<file path="config.mk">
export PLATFORM = sky130hd
export DESIGN_NAME = logic_unit_pipe
export DESIGN_NICKNAME = d
export VERILOG_FILES = /design/src/rtl/logic_unit_pipe.sv
export SDC_FILE = /design/constraint.sdc
export NUM_CORES = 1
export LEC_CHECK = 0
export BUFFER_PORTS_ARGS = -buffer_cell sky130_fd_sc_hd__buf_4
export CORE_ASPECT_RATIO = 1.2
export CORE_UTILIZATION = 50
export DETAILED_ROUTE_END_ITERATION = 10
export GPL_TIMING_DRIVEN = 1
export PLACE_DENSITY = 0.77
export SLEW_MARGIN = 40
export SYNTH_ARGS = -nofsm -noshare
export SYNTH_HDL_FRONTEND = slang
export SYNTH_SLANG_ARGS = --single-unit
</file>
<file path="constraint.sdc">
create_clock -name CLK -period 1.8 [get_ports CLK]
set_clock_uncertainty 0.1 [all_clocks]
set_input_delay 0.09 -clock CLK [delete_from_list [all_inputs] [get_ports CLK]]
set_output_delay 0.09 -clock CLK [all_outputs]
set_load 0.01 [all_outputs]
</file>
<file path="src/rtl/logic_unit_pipe.sv">
`default_nettype none
// ============================================================================
// Module   : logic_unit_pipe
// Brief    : Bitwise/compare logic unit with a valid/ready register pipeline
//            and a saturating completed-operation counter.
//            Optional macro LOGIC_ZERO_FLAG_EN adds the Logic_Zero output.
// Revision : 1.0 - initial release
// ============================================================================
module logic_unit_pipe #(
  parameter int IN_DATA_WIDTH  = 16,
  parameter int OUT_DATA_WIDTH = 16,
  parameter int STAGES         = 2,
  parameter int CNT_WIDTH      = 8
) (
  input  logic                      CLK,
  input  logic                      RST,
  input  logic [IN_DATA_WIDTH-1:0]  A,
  input  logic [IN_DATA_WIDTH-1:0]  B,
  input  logic [2:0]                ALU_FUNC,
  input  logic                      Logic_enable,
  output logic                      Logic_in_ready,
  output logic [OUT_DATA_WIDTH-1:0] Logic_OUT,
  output logic                      Logic_Flag,
  input  logic                      Logic_out_ready,
`ifdef LOGIC_ZERO_FLAG_EN
  output logic                      Logic_Zero,
`endif
  output logic [CNT_WIDTH-1:0]      Logic_Count
);

  localparam logic [CNT_WIDTH-1:0] c_CNT_MAX = {CNT_WIDTH{1'b1}};
  localparam logic [CNT_WIDTH-1:0] c_CNT_ONE = CNT_WIDTH'(1);

  logic [IN_DATA_WIDTH-1:0]              w_res;
  logic [OUT_DATA_WIDTH-1:0]             w_res_ext;
  logic [STAGES-1:0]                     w_ready;
  logic                                  w_acc;
  logic                                  w_accept;
  logic                                  w_xfer;

  logic [STAGES-1:0]                     r_valid_q, r_valid_d;
  logic [STAGES-1:0][OUT_DATA_WIDTH-1:0] r_data_q,  r_data_d;
  logic [CNT_WIDTH-1:0]                  r_count_q, r_count_d;
`ifdef LOGIC_ZERO_FLAG_EN
  logic [STAGES-1:0]                     r_zero_q,  r_zero_d;
`endif

  always_comb begin
    w_res = '0;
    case (ALU_FUNC)
      3'b000:  w_res = A & B;
      3'b001:  w_res = A | B;
      3'b010:  w_res = ~(A & B);
      3'b011:  w_res = ~(A | B);
      3'b100:  w_res = A ^ B;
      3'b101:  w_res = ~(A ^ B);
      3'b110:  w_res[0] = (A == B);
      default: w_res = ~A;
    endcase
    w_res_ext = OUT_DATA_WIDTH'(w_res);
  end

  // A stage can load if it is empty or anything downstream of it can move.
  always_comb begin
    w_acc = Logic_out_ready;
    for (int k = STAGES - 1; k >= 0; k--) begin
      w_acc      = w_acc | ~r_valid_q[k];
      w_ready[k] = w_acc;
    end
  end

  assign w_accept = Logic_enable & w_ready[0];
  assign w_xfer   = r_valid_q[STAGES-1] & Logic_out_ready;

  always_comb begin
    r_valid_d = r_valid_q;
    r_data_d  = r_data_q;
`ifdef LOGIC_ZERO_FLAG_EN
    r_zero_d  = r_zero_q;
`endif
    if (w_ready[0]) begin
      r_valid_d[0] = w_accept;
      r_data_d[0]  = w_accept ? w_res_ext : '0;
`ifdef LOGIC_ZERO_FLAG_EN
      r_zero_d[0]  = w_accept & (w_res == '0);
`endif
    end
    for (int k = 1; k < STAGES; k++) begin
      if (w_ready[k]) begin
        r_valid_d[k] = r_valid_q[k-1];
        r_data_d[k]  = r_valid_q[k-1] ? r_data_q[k-1] : '0;
`ifdef LOGIC_ZERO_FLAG_EN
        r_zero_d[k]  = r_valid_q[k-1] & r_zero_q[k-1];
`endif
      end
    end
    r_count_d = (w_xfer && (r_count_q != c_CNT_MAX)) ? r_count_q + c_CNT_ONE : r_count_q;
  end

  always_ff @(posedge CLK) begin
    if (RST) begin
      r_valid_q <= '0;
      r_data_q  <= '0;
      r_count_q <= '0;
`ifdef LOGIC_ZERO_FLAG_EN
      r_zero_q  <= '0;
`endif
    end else begin
      r_valid_q <= r_valid_d;
      r_data_q  <= r_data_d;
      r_count_q <= r_count_d;
`ifdef LOGIC_ZERO_FLAG_EN
      r_zero_q  <= r_zero_d;
`endif
    end
  end

  assign Logic_in_ready = w_ready[0];
  assign Logic_OUT      = r_data_q[STAGES-1];
  assign Logic_Flag     = r_valid_q[STAGES-1];
  assign Logic_Count    = r_count_q;
`ifdef LOGIC_ZERO_FLAG_EN
  assign Logic_Zero     = r_zero_q[STAGES-1];
`endif

endmodule
`default_nettype wire

</file>
# After elaboration in Yosys (flattened, before gate mapping)
# Cells that the tools add are included.
# word_totals
register_bits,42
input_bits,39
out_inout_bits,26
# op_classes
add_sub_neg,1
n_eq_ne,8
mux,4
bitwise_logic,13
n_reduce_logical,2
# ops
cell,count
one-hot mux 15 bit (7 select lines),1
NOT 16 bit,4
2-to-1 mux 16 bit,2
bitwise AND 16 bit,1
equality test 16 bit,1
OR 16 bit,1
bitwise XOR 16 bit,1
equality test 3 bit (second input constant),3
adder 8 x 1 -> 8 bit (second input constant),1
inequality test 8 bit (second input constant),1
one-hot mux 1 bit (7 select lines),1
equality test 3 x 2 -> 1 bit (second input constant),2
equality test 3 x 1 -> 1 bit (second input constant),1
logical NOT 3 bit,1
bitwise AND 1 bit,2
NOT 1 bit,2
OR 1 bit,2
logical AND 1 bit,1

# Logic depth before layout (Yosys ltp)
# Gate-level depths: netlist of the first run.
# depth
ltp_word,5
depth_mapped,10
mapped_depth_nobuf,7

# Worst setup path after synthesis of the first run
# No wires, ideal clock.
# synth_path
path_kind,register -> register
start,register r_valid_q[1]
end,register r_data_q[10] (netlist name)
arrival_time_ns,1.560
required_time_ns,1.572
slack_ns,0.012
path_stages_with_launch,11
path_buffers,4
path_cell_list,dfxtp_1 > nor2b_2 > buf_6 > and2_4 > buf_6 > inv_2 > and2_4 > buf_6 > buf_6 > a32oi_1 > nor2_1
# synth_between
elab_chain_cells,5
# synth_lines
element,line,source
from (decl),41,"logic [STAGES-1:0] r_valid_q, r_valid_d;"
from (signal assigned),109,r_valid_q <= r_valid_d;
NOT 1 bit (*),67,w_acc = w_acc | ~r_valid_q[k];
OR 1 bit (*) (2 in series),67,
named net Logic_in_ready,21,"output logic Logic_in_ready,"
bitwise AND 1 bit,72,assign w_accept = Logic_enable & w_ready[0];
2-to-1 mux 16 bit,83,r_data_d[0] = w_accept ? w_res_ext : '0;
to (signal assigned),110,r_data_q <= r_data_d;
to (decl),42,"logic [STAGES-1:0][OUT_DATA_WIDTH-1:0] r_data_q, r_data_d;"
# Mark *: on every way through the listed nets, which the timed path passes. The rest lies on a longest branch.
# A chain may end at the register's enable or synchronous reset.

# Final worst setup path of the first run
# layout_path
start,register r_count_q[0] (netlist: Logic_Count[0])
end,register r_count_q[4] (netlist: Logic_Count[4])
# layout_between
elab_chain_cells,2
elab_cells_between_ends,3
classes_between,1 x add/sub; 1 x eq/ne; 1 x reduce/logical
# layout_lines
element,line,source
from (decl),43,"logic [CNT_WIDTH-1:0] r_count_q, r_count_d;"
from (signal assigned),111,r_count_q <= r_count_d;
"parallel branches: the longest is 2 deep, another holds adder 8 x 1 -> 8 bit",n/a,
# Parallel ways; which one is timed is not known.

==> summary.txt, run 1 <==
status: finished, final reports clean
post-synthesis register bit count: 42
CTS buffer count: 5
Inst Count DP: 518
initial antenna violation count: 0
Clock Latency Late Sink: 0.29 ns
Final Hold Vio Count: 0
Synth Area in Simple Gates: 0.198
R2R cell count: 6
Final Critical Period: 1.66 ns
via/cell ratio: 5.35
worst-path fanout max: 4
max_cap viols: 0
largest net degree at the start of global routing: 44
width of the die: 74.5 µm
Mapped Cells: 400
startpoint types: flop
largest family of logic cells by synthesized area: simple AND/OR/NAND/NOR gates
Leak: 1.71 nW
GR Overflow Total: 0
Final Max Slew Viols: 0
combinational power share: 0.250
layout cells sized above 1: 0.222
multiplexer area fraction after synthesis: 0.0507
Synth Area per Inst: 7.89 µm²
area delta synth->final: 18.7%
crit path launch: Logic_Count[0]
Worst slew margin: 0.669
IO Port Bufs: 64
CP Class: reg -> reg
DP Worst Slack: -0.164 ns
fmax: 601 MHz
CP endpoint kind: flop
Max VDD drop: 0.610 mV
clk buf depth: 2
Top Ports: 65
Clock Sinks: 42
Yosys Warn Count: 0
RSZ-0062 raised after global routing: no
Syn Std Cell Area: 3160 µm²
fin crit share: 0.924
adder-cell share of the synthesized area: 0.131
drt total wl: 7330 µm
Switch Pwr: 0.609 mW
CP required: 1.93 ns
Die Y: 89.0 µm
WL/cell: 13.9 µm
DPL Wire Length: 5370 µm
fill count: 552
pwr/cell area: 568 nW/µm²
Final TNS setup: 0 ns
non-filler cells, final: 528
switch share: 0.286
Rows: 31
flop-to-flop setup slack: 0.14 ns
vias in the first global route: 2,653
ys flop type: dfxtp_1
internal power: 1.52 mW
# DRC: 0
HP Start: A[4]
fin area: 3750 µm²
sequential element share of the synthesized area: 0.266
Initial Utilization: 0.522
dpl cell area: 3630 µm²
via count: 2,824
total iterations of the first detailed-routing run: 4
DR iter-0 viols: 143
most frequent cells in the layout: 84 x buf_4, 40 x dfxtp_1, 40 x nand2_1
RePlAce Congestion: 0.839
Antenna diodes: 0
fraction of registers with async set/reset: 0
CP Data Arrival Time: 1.79 ns
CORE AREA: 6050 µm²
critical path endpoint: Logic_Count[4]
Final setup viols: 0
Post-Syn Nets: 472
commonest non-fill, non-tap cell in the layout: buf_4
H-Tree Depth: 2
worst hold path type: in -> reg
Flop pwr share: 0.458
Critical R2R Launch: Logic_Count[0]
library cells used by synthesis: 34
first-pass GRT wire length: 12,000 µm
NumNets Final: 517
CTS tree: built
RR Endpoint: Logic_Count[4]
Worst Tran Pin Value: 0.497 ns
XOR/XNOR Fraction of Synth Area: 0.0555
total die area: 6640 µm²
clock power share: 0.292
Root Driver: clkbuf_8
Detail Route Antenna Nets: 0
gr usage total: 0.230
Synth Area in Compound Gates: 0.170
worst setup margin: 0.137 ns
Reg clk slew, reported paths: 0.08 ns
EDFF count, synth: 0
-- repair_timing --
action                                 4_1_cts  5_1_grt
setup buffers                                0        0
endpoints found under the hold margin        2        0
setup endpoints to repair                    0        2
gates resized for setup                      0        3
hold buffers                                 2        0
-- how the worst min path moves through the flow --
| stage | cells after the start | to |
|---|---|---|
| finish | 4 | r_data_q[4] |
| detailed placement | 3 | r_valid_q[0] |
| CTS | 4 | r_data_q[4] |
| global placement | 3 | r_valid_q[0] |
| floorplan | 2 | r_valid_q[0] |
| global route | 4 | r_data_q[4] |
-- per-layer routing --
metal / GRT usage / vias to the layer above / wire length [µm]
li1: - / 1447 / -
met1: 0.289 / 1321 / 3270
met2: 0.400 / 48 / 3700
met3: 0.0338 / 8 / 257
met4: 0.0772 / 0 / 104
met5: 0 / - / 0
-- critical path, cell delays in order, from the launching register on --
cell and delay (ns):
dfxtp_2 0.34, ha_1 0.22, nand2_1 0.15, o311ai_2 0.12, buf_4 0.17, or3_1 0.33, a21oi_1 0.15
-- synth_stat cells (2+ instances only) --
master	instances	area [µm²]
mux2i_1	16	160
nand2_1	40	150
nor2b_1	16	100
nor3_1	2	10.0
nand3_1	20	100
xnor2_1	2	17.5
or3_1	3	18.8
and3_1	3	18.8
buf_6	4	45.0
nor4_1	3	18.8
nor2_1	39	146
o31ai_1	16	120
buf_1	3	11.3
a32oi_1	15	131
ha_1	33	413
o221ai_1	16	140
clkbuf_1	18	67.6
o311a_1	2	20.0
and2_4	2	17.5
dfxtp_1	42	841
buf_4	16	120
buf_2	8	40.0
xor2_1	18	158
o21ai_0	3	15.0
inv_1	32	120
a21oi_1	20	100
-- cell families after synthesis --
group,count (synthesis)
AND/OR/NAND/NOR,134
flip-flops,42
XOR/XNOR,20
multiplexers,16
adder cells (fa/ha/maj),33
buffers and inverters,82
AO/OA/AOI/OAI,73
-- power groups by stage --
stage,Clock [mW],Sequential (mW),Combinational (mW)
global placement,0,0.996,0.509
finish,0.621,0.976,0.533
global route,0.674,0.979,0.595
floorplan,0,0.992,0.348
CTS,0.635,0.975,0.533
detailed placement,0,0.996,0.525
-- through the flow --
| step | hold slack [ns] | utilization | power (mW) |
|---|---|---|---|
| after floorplan | 0.111 | - | 1.34 |
| after global placement | 0.211 | 0.599 | 1.50 |
| after detailed placement | 0.222 | 0.599 | 1.52 |
| after CTS | 0.0545 | 0.618 | 2.14 |
| after global routing | 0.0736 | 0.619 | 2.25 |
| final | 0.0607 | 0.619 | 2.13 |
-- registers in the layout (all words and copies together), names as in the netlist --
register and count:
r_data_q 16, r_valid_q 2, Logic_Count 8, Logic_OUT 16
-- cell type report --
type / count / area [µm²] / share of cell area
Clock buffer: 7 / 86.3 / 0.0230
Clock inverter: 1 / 5.00 / 0.00134
Tap cell: 82 / 103 / 0.0274
Sequential cell: 42 / 843 / 0.225
Multi-Input combinational cell: 276 / 1920 / 0.511
Timing Repair Buffer: 87 / 671 / 0.179
Inverter: 33 / 124 / 0.0331
(Power assumes the default switching activity.)
==> inputs of run 2 (changes only) <==
--- a/config.mk
+++ b/config.mk
@@ -11,7 +11,9 @@
 export DETAILED_ROUTE_END_ITERATION = 10
 export GPL_TIMING_DRIVEN = 1
 export PLACE_DENSITY = 0.77
+export RECOVER_POWER = 100
 export SLEW_MARGIN = 40
 export SYNTH_ARGS = -nofsm -noshare
 export SYNTH_HDL_FRONTEND = slang
 export SYNTH_SLANG_ARGS = --single-unit
+export TNS_END_PERCENT = 20
==> run 2 against run 1 <==
Compared with the run above:
- setup slack gained 0.0083 ns
- utilization shrank 1.7 points
- combinational power is 1% lower
- worst hold slack got worse by 0.00066 ns
- non-clock buffer count unchanged
- flip-flop and latch count did not move
- cell count is the same
- critical path depth increased by 1
- wire length decreased by 0.64%
- register-to-register slack about the same
- count of clock-buffer cells in the layout is the same
- power shrank 0.41%
- critical path type unchanged
==> summary.txt, run 2 (same netlist as run 1, synthesis figures left out) <==
H-Tree Depth: 2
fin crit share: 0.919
crit-path leading delay family: flip-flops
CP endpoint kind: flop
met1 Track Usage GR: 0.289
total die area: 6640 µm²
Final Critical Period: 1.65 ns
Worst slew margin: 0.663
initial antenna violation count: 0
WP buf/inv: 1
Rows: 31
Antenna diodes: 0
DP Worst Slack: -0.164 ns
fmax: 604 MHz
GR Util met3: 0.0338
Initial Utilization: 0.522
WL/cell: 13.8 µm
commonest non-fill, non-tap cell in the layout: buf_4
internal power: 1.51 mW
Die Y: 89.0 µm
worst hold slack: 0.0601 ns
# DRC: 0
largest net degree at the start of global routing: 44
layout cells sized above 1: 0.164
max_cap viols: 0
Switch Pwr: 0.607 mW
CTS buffer count: 5
total iterations of the first detailed-routing run: 4
Final Max Slew Viols: 0
width of the die: 74.5 µm
CP Class: reg -> reg
dpl cell area: 3630 µm²
worst-path fanout max: 5
postcts setup bufs: 0
RR Endpoint: Logic_Count[6]
DPL Wire Length: 5370 µm
NumNets Final: 517
Critical R2R Launch: Logic_Count[0]
most frequent cells in the layout: 58 x buf_4, 40 x dfxtp_1, 40 x nand2_1
worst setup margin: 0.146 ns
total power: 2.12 mW
area delta synth->final: 15.5%
Max VDD drop: 0.609 mV
fin area: 3650 µm²
flop-to-flop setup slack: 0.15 ns
DR iter-0 viols: 150
pwr/cell area: 582 nW/µm²
CTS tree: built
Hold Crit Depth: 4
drt total wl: 7280 µm
HP Start: A[4]
slowest CP cell: dfxtp_2
IO Port Bufs: 64
Root Driver: clkbuf_8
RePlAce Congestion: 0.839
Flop pwr share: 0.460
Leak: 1.60 nW
CORE AREA: 6050 µm²
CP required: 1.87 ns
CP cell instances: ha_1 -> nand2_1 -> o311ai_2 -> buf_4 -> nor3_1 -> xnor2_1 -> nor2_1
combinational power share: 0.248
first-pass GRT wire length: 12,000 µm
global-route track usage on met2: 0.400
Hold Path End: r_data_q[4]
Clock Sinks: 42
Most Crowded Layer GR: met2
CP Data Arrival Time: 1.72 ns
gr usage total: 0.230
clock power share: 0.292
Final setup viols: 0
Clock Latency Late Sink: 0.29 ns
switch share: 0.286
clk buf depth: 2
GR Overflow Total: 0
via/cell ratio: 5.36
R2R cell count: 7
Top Ports: 65
vias in the first global route: 2,653
status: finished, final reports clean
Final Hold Vio Count: 0
via count: 2,832
CP peak stage delay: 0.36 ns
Reg clk slew, reported paths: 0.08 ns
RSZ-0062 raised after global routing: no
startpoint types: flop
Worst Tran Pin Value: 0.505 ns
Detail Route Antenna Nets: 0
worst hold path type: in -> reg
run 2: changes by cell type in the layout (fill, tap and decap cells not counted), sizes merged:
cell    delta
buf       -26
clkbuf    +26
run 2: repair_timing:
| item | 4_1_cts | 5_1_grt |
|---|---|---|
| endpoints found under the setup margin | 0 | 2 |
| endpoints found under the hold margin | 2 | 0 |
| hold buffers | 2 | 0 |
| gates resized for setup | 0 | 3 |
run 2: how the worst max path moves through the flow:
| stage | start | end | slack, ns | depth (start not counted) |
|---|---|---|---|---|
| floorplan | r_valid_q[1] | r_data_q[10] | 0.01 | 10 |
| global placement | A[13] | r_data_q[0] | -0.09 | 8 |
| detailed placement | A[13] | r_data_q[0] | -0.16 | 8 |
| CTS | Logic_Count[0] | Logic_Count[6] | 0.08 | 7 |
| global route | Logic_Count[0] | Logic_Count[6] | 0.03 | 7 |
| finish | Logic_Count[0] | Logic_Count[6] | 0.15 | 7 |
run 2: tightest hold or removal path, cell delays in order:
cell     delay (ns)
buf_4          0.12
nand2_1        0.05
a32oi_1        0.09
nor2_1         0.07
run 2: layer usage:
metal | vias up | wire, µm
met4 | 0 | 104
met2 | 48 | 3680
li1 | 1446 | -
met1 | 1330 | 3240
met3 | 8 | 252
met5 | - | 0
run 2: power groups by stage:
stage | combinational [mW] | sequential [mW] | clock (mW)
after floorplan | 0.348 | 0.992 | 0
after global placement | 0.509 | 0.996 | 0
after detailed placement | 0.525 | 0.996 | 0
after CTS | 0.533 | 0.975 | 0.635
after global routing | 0.588 | 0.979 | 0.674
final | 0.526 | 0.975 | 0.620
run 2: metrics by stage:
step / TNS, ns / std cells / utilization
2_1_floorplan: 0 / 400 / -
3_3_place_gp: -0.0856 / 518 / 0.599
3_5_place_dp: -0.164 / 518 / 0.599
4_1_cts: 0 / 528 / 0.618
5_1_grt: 0 / 528 / 0.603
6_report: 0 / 528 / 0.603
run 2: final cells by class:
| cell class | count | area, µm² |
|---|---|---|
| tap | 82 | 103 |
| sequential | 42 | 843 |
| multi-input combinational | 276 | 1910 |
| clock buffer | 7 | 86.3 |
| timing repair buffer | 87 | 576 |
| inverter | 33 | 124 |
| clock inverter | 1 | 5.00 |
| fill | 585 | 2400 |
==> inputs of run 3 (changes only) <==
--- a/config.mk
+++ b/config.mk
@@ -6,13 +6,15 @@
 export NUM_CORES = 1
 export LEC_CHECK = 0
 export BUFFER_PORTS_ARGS = -buffer_cell sky130_fd_sc_hd__buf_4
+export CELL_PAD_IN_SITES_DETAIL_PLACEMENT = 1
+export CELL_PAD_IN_SITES_GLOBAL_PLACEMENT = 2
 export CORE_ASPECT_RATIO = 1.2
-export CORE_UTILIZATION = 50
+export CORE_UTILIZATION = 29
 export DETAILED_ROUTE_END_ITERATION = 10
 export GPL_TIMING_DRIVEN = 1
-export PLACE_DENSITY = 0.77
+export MAX_ROUTING_LAYER = met4
+export PLACE_DENSITY_LB_ADDON = 0.1
 export RECOVER_POWER = 100
-export SLEW_MARGIN = 40
 export SYNTH_ARGS = -nofsm -noshare
 export SYNTH_HDL_FRONTEND = slang
 export SYNTH_SLANG_ARGS = --single-unit
==> run 3 against run 2 <==
Compared with the run above:
- worst hold slack worse by 0.041 ns
- via count down 0.35%
- setup slack got worse by 0.023 ns
- clock power increased by 38%
- cell count grew 9.7%
- maximum frequency fell by 1.4%
- die area up 70%
- sequential power about the same
- design area increased by 3.5%
- non-clock buffer count is 5 higher
- largest cell class unchanged
==> summary.txt, run 3 (same netlist as run 1, synthesis figures left out) <==
status: finished, final reports clean
worst hold path type: in -> reg
Initial Utilization: 0.299
CP cell instances: ha_1 -> nand2_1 -> o311ai_1 -> buf_4 -> or3_1 -> a21oi_1
fill count: 1,304
WL/cell: 15.1 µm
drt total wl: 8750 µm
CP required: 1.85 ns
Final Hold Vio Count: 0
initial antenna violation count: 0
Clock Sinks: 42
total iterations of the first detailed-routing run: 4
CTS buffer count: 5
Max VDD drop: 0.452 mV
Final Max Slew Viols: 0
Reg clk slew, reported paths: 0.06 ns
first-pass GRT wire length: 14,500 µm
Rows: 41
commonest non-fill, non-tap cell in the layout: buf_4
GR Overflow Total: 0
pwr/cell area: 631 nW/µm²
DR iter-0 viols: 73
fin crit share: 0.932
Root Driver: clkbuf_16
NumNets Final: 522
Detail Route Antenna Nets: 0
DPL Wire Length: 6700 µm
Worst Tran Pin Value: 0.548 ns
CP endpoint kind: flop
Most Crowded Layer GR: met2
CP Class: reg -> reg
GR Util met3: 0.0197
H-Tree Depth: 2
global-route track usage on met2: 0.276
non-filler cells, final: 579
largest net degree at the start of global routing: 44
Leak: 1.64 nW
IO Port Bufs: 64
# DRC: 0
max_cap viols: 0
Clock Latency Late Sink: 0.28 ns
RSZ-0062 raised after global routing: no
Final Critical Period: 1.68 ns
vias in the first global route: 2,881
startpoint types: flop
CTS tree: built
CP peak stage delay: 0.43 ns
Worst slew margin: 0.635
Antenna diodes: 0
clk buf depth: 2
Hold Crit Depth: 4
width of the die: 97.2 µm
total die area: 11,300 µm²
Die Y: 116 µm
worst-path fanout max: 5
met1 Track Usage GR: 0.207
Top Ports: 65
Inst Count DP: 571
most frequent cells in the layout: 64 x buf_4, 42 x dfxtp_1, 40 x nand2_1
via/cell ratio: 4.87
gr usage total: 0.164
area delta synth->final: 19.5%
CORE AREA: 10,600 µm²
via count: 2,822
slowest CP cell: o311ai_1
layout cells sized above 1: 0.173
R2R cell count: 6
total power: 2.38 mW
CP Data Arrival Time: 1.73 ns
Final setup viols: 0
fmax: 596 MHz
RePlAce Congestion: 0.738
## run 3: changes by cell type in the layout (fill, tap and decap cells not counted), sizes merged
cell and change:
dlygate4sd3 -1, buf +5, clkinv +1, clkbuf -1
## run 3: critical path: cells and delay by family (launching register included)
kind            cells  cell delay (ns)
compound gates      2             0.48
buf+inv             1             0.21
simple gates        2             0.22
fa+ha+maj           1             0.20
flops               1             0.33
## run 3: metrics by stage
stage                     hold slack (ns)  worst slack [ns]  area (µm²)  TNS, ns   util
final                              0.0190             0.123        3770        0  0.357
after global routing               0.0733           0.00710        3770        0  0.357
after CTS                          0.0135            0.0833        3860        0  0.365
after detailed placement            0.224            -0.205        3720   -0.205  0.352
after global placement              0.213            -0.161        3720   -0.161  0.352
after floorplan                     0.111            0.0121        3160        0      -
## run 3: per-layer routing
metal | up-vias | part of all wire
met5 | - | 0
met4 | 0 | 0.013
met3 | 7 | 0.028
met2 | 38 | 0.47
met1 | 1327 | 0.49
li1 | 1450 | -
## run 3: timing repair
item,in CTS,in global routing
setup endpoints to repair,0,1
endpoints found under the hold margin,1,0
hold buffers,1,0
gates resized for setup,0,3
setup buffers,0,0
## run 3: report_power, final
group          total (mW)  switching, mW  leakage [nW]  internal (mW)
clock network       0.857          0.356        0.0694          0.501
registers           0.977         0.0186         0.341          0.958
logic               0.546          0.295          1.23          0.251
total                2.38          0.670          1.64           1.71
## run 3: area by class of cell
class,count,area (µm²),share of cell area
repair buffers,92,594,0.157
clock inverters,2,10.0,0.00265
clock buffers,5,125,0.0332
inverters,33,124,0.0328
multi-input cells,276,1920,0.508
well taps,129,161,0.0428
flip-flops and latches,42,841,0.223
## run 3: final timing paths
kind | end | slack (ns) | start
worst min-delay path | r_data_q[0] | 0.02 | A[0]
worst min register to register | Logic_OUT[1] | 0.35 | Logic_OUT[1]
worst max register to register | Logic_Count[4] | 0.12 | Logic_Count[0]
worst max-delay path | Logic_Count[4] | 0.12 | Logic_Count[0]
